<file path="config.mk">
export PLATFORM = sky130hd
export DESIGN_NAME = ps2_rx
export DESIGN_NICKNAME = d
export VERILOG_FILES = /design/src/rtl/ps2_rx.sv
export SDC_FILE = /design/constraint.sdc
export NUM_CORES = 1
export LEC_CHECK = 0
export CORE_ASPECT_RATIO = 0.8
export CORE_MARGIN = 2
export CORE_UTILIZATION = 60
export CTS_CLUSTER_DIAMETER = 40
export DETAILED_ROUTE_END_ITERATION = 10
export GPL_TIMING_DRIVEN = 0
export HOLD_SLACK_MARGIN = 0.08
export PLACE_DENSITY_LB_ADDON = 0.15
export SYNTH_ARGS = -nofsm -noshare
export SYNTH_HDL_FRONTEND = slang
export SYNTH_SLANG_ARGS = --single-unit
</file>
<file path="constraint.sdc">
create_clock -name clk -period 3.4 [get_ports clk]
set_clock_uncertainty 0.1 [all_clocks]
set_input_delay 1.02 -clock clk [delete_from_list [all_inputs] [get_ports clk]]
set_output_delay 1.02 -clock clk [all_outputs]
set_load 0.02 [all_outputs]
</file>
<file path="src/rtl/ps2_rx.sv">
// PS/2 device-to-host receiver: synchronizes the raw lines, deframes 11-bit
// frames (start, 8 data LSB-first, odd parity, stop) and queues good bytes in a show-ahead FIFO.
module ps2_rx #(
  parameter int DEPTH   = 8,
  parameter int TIMEOUT = 50000
) (
  input  logic       clk,
  input  logic       rst,
  input  logic       ps2_clk,
  input  logic       ps2_data,
  input  logic       rd_en,
  output logic [7:0] code,
  output logic       valid,
  output logic       frame_err,
  output logic       overflow
);
  localparam int AW = $clog2(DEPTH);
  localparam int TW = $clog2(TIMEOUT + 1);

  typedef enum logic [1:0] {IDLE, DATA, PARITY, STOP} state_t;

  logic [1:0]    clk_sync, dat_sync;
  logic          clk_prev;
  logic          fall, bit_in;

  state_t        state;
  logic [2:0]    bit_cnt;
  logic [7:0]    shreg;
  logic          par_bit;
  logic [TW-1:0] to_cnt;
  logic          push;

  logic [7:0]    mem [DEPTH];
  logic [AW-1:0] wr_ptr, rd_ptr;
  logic [AW:0]   count;
  logic          full, do_pop, do_push;

  // Lines idle high, so the synchronizers and edge history reset to 1 to
  // avoid a phantom falling edge right after reset.
  always_ff @(posedge clk) begin
    if (rst) begin
      clk_sync <= 2'b11;
      dat_sync <= 2'b11;
      clk_prev <= 1'b1;
    end else begin
      clk_sync <= {clk_sync[0], ps2_clk};
      dat_sync <= {dat_sync[0], ps2_data};
      clk_prev <= clk_sync[1];
    end
  end

  assign fall   = clk_prev & ~clk_sync[1];
  assign bit_in = dat_sync[1];

  always_ff @(posedge clk) begin
    if (rst) begin
      state     <= IDLE;
      bit_cnt   <= '0;
      shreg     <= '0;
      par_bit   <= 1'b0;
      to_cnt    <= '0;
      push      <= 1'b0;
      frame_err <= 1'b0;
    end else begin
      push      <= 1'b0;
      frame_err <= 1'b0;

      if (state == IDLE || fall) begin
        to_cnt <= '0;
      end else if (to_cnt == TW'(TIMEOUT - 1)) begin
        state     <= IDLE;
        shreg     <= '0;
        to_cnt    <= '0;
        frame_err <= 1'b1;
      end else begin
        to_cnt <= to_cnt + TW'(1);
      end

      if (fall) begin
        case (state)
          IDLE: if (!bit_in) begin
            state   <= DATA;
            bit_cnt <= '0;
          end
          DATA: begin
            shreg   <= {bit_in, shreg[7:1]};
            bit_cnt <= bit_cnt + 3'd1;
            if (bit_cnt == 3'd7) state <= PARITY;
          end
          PARITY: begin
            par_bit <= bit_in;
            state   <= STOP;
          end
          STOP: begin
            state <= IDLE;
            if ((^{shreg, par_bit}) && bit_in) push      <= 1'b1;
            else                               frame_err <= 1'b1;
          end
          default: state <= IDLE;
        endcase
      end
    end
  end

  assign valid   = (count != '0);
  assign full    = (count == (AW+1)'(DEPTH));
  assign do_pop  = rd_en && valid;
  assign do_push = push && (!full || do_pop);
  assign code    = valid ? mem[rd_ptr] : 8'h00;

  always_ff @(posedge clk) begin
    if (!rst && do_push) mem[wr_ptr] <= shreg;
  end

  always_ff @(posedge clk) begin
    if (rst) begin
      wr_ptr   <= '0;
      rd_ptr   <= '0;
      count    <= '0;
      overflow <= 1'b0;
    end else begin
      if (do_push) wr_ptr <= wr_ptr + AW'(1);
      if (do_pop)  rd_ptr <= rd_ptr + AW'(1);
      case ({do_push, do_pop})
        2'b10:   count <= count + (AW+1)'(1);
        2'b01:   count <= count - (AW+1)'(1);
        default: count <= count;
      endcase
      if (push && !do_push) overflow <= 1'b1;
    end
  end
endmodule

</file>
Word level (Yosys, flattened, before mapping)
Memories as Yosys holds them, arrays and structs flattened. A register that Yosys moved wholly into a read port is not among the register bits. Index checks and enable logic that the tools add are counted.

Bits in registers: 48. RAM bits: 64. Bits of input ports: 5. Output and inout port bits: 11. Word-level logic and storage cells: 77. Memories: 1.

$add $sub $neg: 6. Eq/ne operators: 9. Muxes and demuxes: 24. Bitwise gates (word level): 4. Reductions and logical operators: 19.

Memories: mem (depth 8, width 8, rd ports 1, clocked after Yosys merged registers in 1, write ports 1, line 33) `logic [7:0] mem [DEPTH];`.

Operators by type and width (number): $mux W8 (5); $add A16 B1 Y16 const B (1); $eq A16 B16 Y1 const B (1); $mux W2 (5); $add A3 B1 Y3 const B (3); $mux W3 (3); $reduce_xor A9 Y1 (1); $mux W1 (8); $pmux W2 S4 (1); $pmux W4 S2 (1); $eq A2 B2 Y1 const B (3); $pmux W3 S2 (1); $reduce_or A3 Y1 (2); $logic_and A1 B1 Y1 (5); $add A4 B1 Y4 const B (1); $eq A2 B1 Y1 const B (2); $eq A4 B4 Y1 const B (1); $reduce_bool A2 Y1 (2); $reduce_bool A4 Y1 (1); $sub A4 B1 Y4 const B (1); $eq A3 B3 Y1 const B (1); $logic_not A1 Y1 (3); $not A1 Y1 (3); $reduce_and A3 Y1 (1); 5 further kinds (6).

Depth between registers and ports, before layout
Depth after elaboration: 7. Mapped depth: 10. Depth with buffers taken out: 10.

Least setup slack after synthesis
OpenSTA, ideal clock, no wires.

Path type: input -> register. From: input port rd_en. To: register count[3]. Library setup time: 71 ps. Arrival: 2871 ps. Required time: 3229 ps. Setup slack: 358 ps. Stages on the path: 10. Path buffers: 0. Cells stage by stage: inv_1 a31oi_1 inv_1 ha_1 ha_1 a21o_1 a21oi_1 xnor2_1 or3_1 a21oi_1.

Cells in the longest elaborated chain, start to end: 5. Elaborated cells on any way between the ends: 7. Classes of those cells: eq/ne (2); mux (1); reduce/logical (4).

RTL lines: start, declared (line 11) `input logic rd_en,`; $logic_and A1 B1 Y1 * (line 107) `assign do_pop = rd_en && valid;`; $logic_or A1 B1 Y1 (line 108) `assign do_push = push && (!full || do_pop);`; $logic_and A1 B1 Y1 (line 108); $eq A2 B1 Y1 / $eq A2 B2 Y1 (equally long branches) (line 124) `case ({do_push, do_pop})`; $pmux W4 S2 / $reduce_bool A2 Y1 (equally long branches); end signal, assigned (line 125) `2'b10: count <= count + (AW+1)'(1);`; end signal, assigned (line 126) `2'b01: count <= count - (AW+1)'(1);`; end signal, assigned (line 127) `default: count <= count;`; end, declared (line 35) `logic [AW:0] count;`.

Every way passes the cells marked *; elsewhere a longest branch is shown, timed or not. A chain may end at the register's enable or synchronous reset.

==> results.sh <==
export IMPL_multi_input_area_um2=1640
export IMPL_antenna_found_initial=0
export IMPL_dieArea_um2=8500
export IMPL_cts_buffers=17
export IMPL_grt_pass1_wl_um=14700
export IMPL_nNetsFinal=411
export IMPL_regArea_um2=2940
export IMPL_io_pins=16
export IMPL_path_buf_inv=3
export IMPL_yosysSeqAreaShare=0.631
export IMPL_grt_max_degree=17
export IMPL_syn_area_per_cell_um2=13.2
export IMPL_ctsLongestPathBuffers=2
export IMPL_hold_viol=0
export IMPL_via_count=2878
export IMPL_hold_path_class="register to register"
export IMPL_finish_instance_area_um2=5670
export IMPL_slew_violations=0
export IMPL_placementRows=28
export IMPL_cts_sinks=115
export IMPL_critical_path_top_delay_family="multiplexers"
export IMPL_root_buffer="clkbuf_8"
export IMPL_core_um2=7460
export IMPL_gr_usage_all_layers=0.239
export IMPL_path_max_fanout=10
export IMPL_drtPass1Iterations=6
export IMPL_period_share=0.971
export IMPL_initialDrtViolationCount=158
export IMPL_place_area_um2=5000
export IMPL_synth_fp_nets=366
export IMPL_fp_dieH_um=82.8
export IMPL_path_cells="buf_6, buf_12, mux4_2, mux2i_1, nor2_1, clkdlybuf4s15_2"
export IMPL_htreeDepth=4
export IMPL_initial_core_util=0.625
export IMPL_slew_headroom=0.143
export IMPL_fp_dieW_um=103
export IMPL_drive_above_1_share=0.202
export IMPL_ys_warn_count=0
export IMPL_clk_pin_slew_ns=0.06
export IMPL_antenna_cells=0
export IMPL_ys_ff_latch=115
export IMPL_area_growth_synth_to_final_pct=21.6
export IMPL_drt_wl_total_um=9350
export IMPL_tightest_slew_ns=1.28
export IMPL_outcome="complete, no violations"
export IMPL_dpl_hpwl_um=5680
export IMPL_powerDensity_nw_per_um2=571
export IMPL_wl_per_cell_um=18.2
export IMPL_cts_tree="yes"
export IMPL_setup_violations=0
export IMPL_crit_type="register to primary output"
export IMPL_routabilityCongestion=0.763
export IMPL_synth_cell_types=41
export IMPL_drv_cap=0
export IMPL_synth_cell_area_um2=4660
export IMPL_portBuffers=15
export IMPL_cp_required_ns=2.28
export IMPL_clk_latency_ns=0.51
export IMPL_cp_end_kind="primary output"
export IMPL_worst_path_max_delay_cell="mux4_2"
export IMPL_period_minus_slack_ns=3.30
export IMPL_overflow=0
export IMPL_irDropWorstVdd_uv=355
export IMPL_fmax_ghz=0.303
export IMPL_critical_path_max_stage_delay_ns=0.56
export IMPL_power_leakage_nw=1.99
export IMPL_finalCoreUtilization=0.760
export IMPL_viasPerCell=5.59
export IMPL_synthCells=352
export IMPL_ant_nets=0
export IMPL_fill_cells=450
export IMPL_arrival_ns=2.18
export IMPL_crit_path_start_kind="register"
export IMPL_grt_pass1_vias=2858
export IMPL_route_detailed_drc=0
-- Yosys cell counts (all sizes together) --
cell	n	area, um2
o211ai	1	7.51
and4	2	17.5
or2	5	31.3
nand3	3	15.0
nand4	4	25.0
nand3b	2	15.0
xor2	12	105
nor2	56	210
dfxtp	51	1020
nor4	7	58.8
clkbuf	10	37.5
or3	3	18.8
nand2	15	56.3
nand2b	2	12.5
and2	3	18.8
nand4b	1	8.76
o311ai	1	8.76
nor2b	1	6.26
ha	8	100
or4b	2	23.8
buf	5	32.5
a31oi	1	6.26
xnor2	11	96.3
mux2i	10	100
inv	13	48.8
a21oi	13	65.1
nor3	9	45.0
or4	1	7.51
mux4	16	360
xnor3	2	45.0
a21o	1	7.51
fa	1	20.0
a22oi	10	75.1
o21ai	4	20.0
and3	2	12.5
edfxtp	64	1920
-- cells by family after synthesis --
kind of cell,count (synthesis),share of synthesized area
DFF,115,0.631
buffers and inverters,28,0.0255
AOI/OAI and AO/OA,31,0.0408
and+or+nand+nor,118,0.125
muxes,26,0.0988
xor gates and xnor gates,25,0.0529
adders and majority gates,9,0.0258
-- sequential cells by signal, summed over array words and instances, names as in the netlist, 2 cells and up, named ones only --
register,count
to_cnt,16
dat_sync,2
mem,64
clk_sync,2
shreg,8
state,2
wr_ptr,3
rd_ptr,3
bit_cnt,3
count,4
-- power by group --
group / total, mW / internal, mW / switching (mW)
sequential: 1.46 / 1.46 / 0.00145
combinational: 0.0224 / 0.00856 / 0.0138
clock: 1.76 / 1.13 / 0.629
total: 3.24 / 2.59 / 0.644
-- placed cells by master (no fill, tap or decap), types with 4 or more instances in the layout --
| cell type | synthesis | final |
|---|---|---|
| edfxtp_1 | 64 | 64 |
| nor2_1 | 56 | 56 |
| dfxtp_1 | 51 | 50 |
| clkbuf_16 | 0 | 17 |
| mux4_2 | 16 | 16 |
| nand2_1 | 15 | 15 |
| inv_1 | 13 | 13 |
| a21oi_1 | 13 | 13 |
| xor2_1 | 12 | 12 |
| buf_4 | 1 | 12 |
| xnor2_1 | 11 | 11 |
| mux2i_1 | 10 | 10 |
| a22oi_1 | 10 | 10 |
| nor3_1 | 9 | 9 |
| clkbuf_1 | 10 | 8 |
| ha_1 | 8 | 8 |
| clkdlybuf4s50_1 | 0 | 7 |
| nor4_2 | 0 | 5 |
| clkbuf_2 | 0 | 5 |
| or2_2 | 5 | 5 |
| o21ai_0 | 4 | 4 |
| nand4_1 | 4 | 4 |
| inv_4 | 0 | 4 |
-- final timing paths --
path,from,to,slack [ns],depth (start not counted)
max,register,code[2],0.1,6
min reg2reg,dat_sync[0],dat_sync[1],0.31,1
min,dat_sync[0],dat_sync[1],0.31,1
max reg2reg,count[0],count[3],0.58,10
-- per-stage QoR --
step                cells  setup WS (ns)  hold WS, ns  TNS, ns  power (mW)
finish                515         0.0999        0.307        0        3.24
global route          515        -0.0310        0.319  -0.0310        3.32
CTS                   507       0.000141        0.308        0        3.26
detailed placement    476         -0.444        0.295    -6.74        1.51
global placement      472         -0.741        0.292   -27.83        1.51
floorplan             352          0.358        0.289        0        1.50
-- worst register-to-register path: cells and delay by family, from the launching register on --
kind	cells	cell delay (ns)
flops	1	0.46
compound gates	4	0.87
buf+inv	1	0.24
xor+xnor	1	0.10
simple gates	2	0.42
fa+ha+maj	2	0.57
-- repair_timing --
item / in CTS / in global routing
setup endpoints to repair: 18 / 9
buffers inserted: 0 / 7
gates resized for setup: 22 / 9
hold buffers: 0 / 0
hold endpoints to repair: 0 / 0
-- metal layers --
metal | part of all wire | up-vias | global-route usage
met5 | 0 | - | 0
met2 | 0.48 | 82 | 0.351
met4 | 0.0057 | 0 | 0.0812
li1 | - | 1373 | -
met1 | 0.45 | 1419 | 0.340
met3 | 0.065 | 4 | 0.0758
-- layout make-up --
class | instances | share of cell area
inverters | 13 | 0.00861
repair buffers | 27 | 0.0393
multi-input cells | 209 | 0.289
well taps | 105 | 0.0232
plain buffers | 14 | 0.0163
clock buffers | 21 | 0.0830
clock inverters | 11 | 0.0214
flip-flops and latches | 115 | 0.519
No activity file was read; power rests on OpenSTA's default activity.
